`src/rtl/count_sequencer.sv`:
```
// ---------------------------------------------------------------------------
// count_sequencer
//
// Controller for an external WIDTH-bit enable/clear counter, for example a
// T flip-flop ripple-enable counter. Start/Stop requests become a
// clear -> run -> (pause) -> done sequence. While running, the block issues
// one-cycle count enables at a prescaled rate until the live counter value
// equals Target. It then pulses Done and either returns to idle (one-shot)
// or clears and runs again (auto-restart).
//
// Parameters
//   WIDTH     width of the sequenced counter and of Target/Count
//   PRESCALE  clock cycles per count enable while running (>= 1)
//
// Ports
//   Clock      in   system clock, rising edge
//   Clear      in   asynchronous active-high reset
//   Start      in   start/resume request, acted on at its rising edge
//   Stop       in   pause/abort request, acted on at its rising edge
//   Mode       in   0 = one-shot, 1 = auto-restart
//   Target     in   terminal count value
//   Count      in   current value of the sequenced counter
//   Count_En   out  one-cycle count enable to the counter LSB stage
//   Count_Clr  out  one-cycle clear request to the counter
//   Done       out  one-cycle pulse after the target is reached
//   State      out  state encoding (IDLE=00 CLEARING=01 RUN=10 PAUSE=11)
//   Busy       out  high whenever State is not IDLE
// ---------------------------------------------------------------------------
module count_sequencer #(
   parameter int WIDTH    = 8,
   parameter int PRESCALE = 4
) (
   input  logic             Clock,
   input  logic             Clear,
   input  logic             Start,
   input  logic             Stop,
   input  logic             Mode,
   input  logic [WIDTH-1:0] Target,
   input  logic [WIDTH-1:0] Count,
   output logic             Count_En,
   output logic             Count_Clr,
   output logic             Done,
   output logic [1:0]       State,
   output logic             Busy
);

   // A prescaler of one still needs a one-bit register so the code stays
   // uniform; with PRESCALE=1 it simply sits at zero and wraps every cycle.
   localparam int PW = (PRESCALE > 1) ? $clog2(PRESCALE) : 1;
   localparam logic [PW-1:0] PRESC_LAST = PW'(PRESCALE - 1);

   typedef enum logic [1:0] {
      IDLE     = 2'b00,
      CLEARING = 2'b01,
      RUN      = 2'b10,
      PAUSE    = 2'b11
   } state_t;

   state_t        state_q, state_d;
   logic [PW-1:0] presc_q, presc_d;
   logic          done_q, done_d;
   logic          start_hist_q;
   logic          stop_hist_q;

   logic          start_req;
   logic          stop_req;
   logic          target_hit;
   logic          presc_wrap;
   logic          count_en;

   // Requests are rising edges of the level inputs. The history bits come
   // out of reset high, so an input already held high when Clear is released
   // has to fall and rise again before it counts as a request.
   assign start_req  = Start & ~start_hist_q;
   assign stop_req   = Stop & ~stop_hist_q;

   // The compare uses the live Target so a mid-run change takes effect at
   // once; if Count has already passed it, counting wraps until equality.
   assign target_hit = (Count == Target);
   assign presc_wrap = (presc_q == PRESC_LAST);

   // Next-state logic. The target match in RUN outranks any request, and a
   // Stop request outranks a simultaneous Start request everywhere. Count_En
   // is only raised in RUN without a match, and Count_Clr only in CLEARING,
   // so the two can never be high together.
   always_comb begin
      state_d  = state_q;
      presc_d  = presc_q;
      done_d   = 1'b0;
      count_en = 1'b0;

      case (state_q)
         IDLE: begin
            if (start_req && !stop_req) begin
               state_d = CLEARING;
            end
         end

         CLEARING: begin
            state_d = RUN;
            presc_d = '0;
         end

         RUN: begin
            presc_d = presc_wrap ? '0 : presc_q + 1'b1;
            if (target_hit) begin
               done_d  = 1'b1;
               state_d = Mode ? CLEARING : IDLE;
            end else begin
               count_en = presc_wrap;
               if (stop_req) begin
                  state_d = PAUSE;
               end
            end
         end

         PAUSE: begin
            if (stop_req) begin
               state_d = IDLE;
            end else if (start_req) begin
               state_d = RUN;
            end
         end

         default: begin
            state_d = IDLE;
         end
      endcase
   end

   // State, prescaler, Done pulse and the request history bits. Clear does
   // not touch the external counter; its value is cleared on the next Start
   // through the CLEARING state.
   always_ff @(posedge Clock or posedge Clear) begin
      if (Clear) begin
         state_q      <= IDLE;
         presc_q      <= '0;
         done_q       <= 1'b0;
         start_hist_q <= 1'b1;
         stop_hist_q  <= 1'b1;
      end else begin
         state_q      <= state_d;
         presc_q      <= presc_d;
         done_q       <= done_d;
         start_hist_q <= Start;
         stop_hist_q  <= Stop;
      end
   end

   // Count_Clr is a pure Moore decode of the CLEARING state, which lasts
   // exactly one cycle, so each clear is a single-cycle pulse.
   assign Count_En  = count_en;
   assign Count_Clr = (state_q == CLEARING);
   assign Done      = done_q;
   assign State     = state_q;
   assign Busy      = (state_q != IDLE);

endmodule

```
`config.mk`:
```
export PLATFORM = sky130hd
export DESIGN_NAME = count_sequencer
export DESIGN_NICKNAME = d
export VERILOG_FILES = /design/src/rtl/count_sequencer.sv
export SDC_FILE = /design/constraint.sdc
export NUM_CORES = 1
export LEC_CHECK = 0
export CORE_AREA = 2 2 39 41
export CTS_BUF_LIST = sky130_fd_sc_hd__clkbuf_8
export CTS_CLUSTER_DIAMETER = 150
export DETAILED_ROUTE_END_ITERATION = 16
export DIE_AREA = 0 0 41 43
export DONT_BUFFER_PORTS = 1
export HOLD_SLACK_MARGIN = 0.06
export PLACE_DENSITY = 0.54
export SLEW_MARGIN = 0
export SYNTH_ARGS = -nofsm -noshare
export SYNTH_HDL_FRONTEND = slang
export SYNTH_SLANG_ARGS = --single-unit
```
`constraint.sdc`:
```
create_clock -name Clock -period 1.45 [get_ports Clock]
set_input_delay 0.29 -clock Clock [delete_from_list [all_inputs] [get_ports Clock]]
set_output_delay 0.29 -clock Clock [all_outputs]
set_load 0.01 [all_outputs]
```
==> results.sh <==
export IMPL_drtIter0Drc=3
export IMPL_synth_top_area_frac=0.2457
export IMPL_dieArea_um2=1763
export IMPL_synthCells=51
export IMPL_worstSkewPairLatency_ns=0.22
export IMPL_dp_final_hpwl_um=843.2
export IMPL_fin_worst_skew_ns=0.003058
export IMPL_antennaDiodeCount=0
export IMPL_synth_edf_count=0
export IMPL_vias_per_cell=5.084
export IMPL_worstPathRequired_ns=1.16
export IMPL_fin_cells=83
export IMPL_num_vias=422
export IMPL_yosys_area_top_type="dfrtp_1"
export IMPL_grt_pass1_wl_um=1669
export IMPL_clock_tree_root_cell="clkbuf_8"
export IMPL_synth_cell_types=22
export IMPL_cts_tree="done"
export IMPL_synthTopCellsByCount="8 x xnor2_1, 7 x inv_1, 6 x ha_1"
export IMPL_fin_crit_ns=1.410
export IMPL_numCtsBuffers=3
export IMPL_startpoint_type="flip-flop"
export IMPL_clk_pin_slew_ns=0.04
export IMPL_start_util=0.3680
export IMPL_synth_most_common_cell="xnor2_1"
export IMPL_rsz0062_at_grt="false"
export IMPL_syn_area_um2=509.2
export IMPL_track_usage=0.1378
export IMPL_reg2reg_depth=5
export IMPL_die_w_um=41
export IMPL_timing_slew_headroom=0.8113
export IMPL_core_rowCount=14
export IMPL_yosysSeqAreaShare=0.3489
export IMPL_critPathMaxFanout=5
export IMPL_clock_sinks=7
export IMPL_hold_path_depth=3
export IMPL_power_share_clock=0.209
export IMPL_firstDrtPassIters=2
export IMPL_run_status="complete, no violations"
export IMPL_setup_violations=0
export IMPL_hp_class="primary input to flip-flop"
export IMPL_nNetsFinal=95
export IMPL_netSwitchingFraction=0.3715
export IMPL_drive_gt1_frac=0.3134
export IMPL_power_density_nw_per_um2=1828
export IMPL_io_buffer_count=0
export IMPL_p_comb_frac=0.556
export IMPL_synth_nets=78
export IMPL_async_reset_ff_frac=1.000
export IMPL_synth_flop_cell="dfrtp_1"
export IMPL_drv_cap=0
export IMPL_wire_per_inst_um=12.87
export IMPL_crit_arrival_ns=1.12
export IMPL_final_hold_viol_count=0
export IMPL_synth_area_leaders="dfrtp_1 25%, ha_1 15%, xnor2_1 14%"
export IMPL_maxSlewViolCount=0
export IMPL_leakagePower_uw=0.0003096
export IMPL_max_slew_worst_pin_slew_ns=0.2828
export IMPL_htreeDepth=1
export IMPL_seqPwrFrac=0.235
export IMPL_pin_count=27
export IMPL_drc=0
export IMPL_syn_avg_cell_area_um2=9.985
export IMPL_grt_ovfl_total=0
export IMPL_antenna_found_initial=0
export IMPL_fin_util=0.5036
export IMPL_grt_max_degree=8
export IMPL_power_internal_uw=800.6
export IMPL_grt_pass1_vias=412
export IMPL_whs_ns=0.3549
export IMPL_p_switching_uw=473.2
export IMPL_core_area_um2=1384
export IMPL_area_delta_synth_final_pct=36.86
export IMPL_ys_seq_elements=7
export IMPL_max_freq_mhz=709.2
export IMPL_dp_cells=74
export IMPL_cts_max_path_buffers=2
export IMPL_end_kind="output port"
export IMPL_final_antenna_net_count=0
export IMPL_ir_drop_mv=0.5484
export IMPL_drt_total_wl_um=1068
export IMPL_place_congestion=0.7665
export IMPL_yosysWarnings=0
export IMPL_die_h_um=43
export IMPL_worst_setup_path_type="flip-flop to output port"
export IMPL_fin_crit_sh=0.9724
path summary, 6_finish.rpt:
path / startpoint / end / slack, ns
worst max-delay path: State[0] / Count_En / 0.04
worst min-delay path: Count[7] / Done / 0.35
worst max register to register: State[0] / State[0] / 0.07
worst min register to register: presc_q[0] / presc_q[0] / 0.48
max in group asynchronous: Clear / start_hist_q / 0.73
min in group asynchronous: Clear / State[0] / 0.44
flip-flops by register name, indices dropped and copies added, names as in the netlist:
name	flops
State	2
presc_q	2
Done	1
start_hist_q	1
stop_hist_q	1
cells in the final DEF (no fill, tap or decap), types with 2 or more instances in the layout:
master and instances:
a221oi_2 2, dfstp_2 2, buf_4 9, nand3_1 2
nor3_1 2, o211ai_1 3, nand4_1 2, dlygate4sd3_1 3
dfrtp_1 4, xnor2_1 8, inv_1 7, clkbuf_8 3
ha_1 5
power by group through the flow:
stage | Sequential, uW | Combinational [uW] | Clock (uW)
after floorplan | 311 | 375 | 0
after global placement | 298 | 612 | 0
after detailed placement | 298 | 610 | 0
after CTS | 297 | 680 | 269
after global routing | 302 | 783 | 287
final | 299 | 708 | 267
critical path, stage by stage (launching register included):
cell and delay, ns:
dfrtp_1 0.38, inv_2 0.11, ha_4 0.17, o21ai_1 0.09, nor2_2 0.15
through the flow:
stage	setup slack [ns]	power, uW	TNS [ns]	instance area [um^2]
finish	0.04001	1274	0	696.9
global route	0.004088	1372	0	696.9
CTS	0.009519	1246	0	665.6
detailed placement	0.01953	907.5	0	584.3
global placement	-0.006536	909.9	-0.006536	584.3
floorplan	0.006665	685.7	0	511.7
per-layer routing:
layer | track usage | vias up | routed length (um)
li1 | - | 212 | -
met1 | 0.1715 | 190 | 448
met2 | 0.2250 | 20 | 551
met3 | 0 | 0 | 68
met4 | 0.08000 | 0 | 0
met5 | 0 | - | 0
cell type report:
| type | instances | area, um^2 |
|---|---|---|
| fill | 121 | 686.9 |
| multi-input combinational | 37 | 329.1 |
| sequential | 7 | 178.9 |
| timing repair buffer | 12 | 97.59 |
| clock buffer | 3 | 41.29 |
| inverter | 7 | 26.28 |
| tap | 16 | 20.02 |
| clock inverter | 1 | 3.754 |
cells by family after synthesis:
logic type,Yosys count,share of synthesized area
compound gates,11,0.1671
xor+xnor,8,0.1376
fa+ha+maj,6,0.1474
buf+inv,7,0.05161
flops,7,0.3489
mux,1,0.01966
simple gates,11,0.1278
timing repair:
item	CTS	global route
pin swaps	1	0
gates cloned	0	0
resized for setup	4	3
hold endpoints to repair	5	2
setup endpoints to repair	2	2
setup buffers	2	0
hold buffers	1	2
Power figures use the tool's default switching activity.
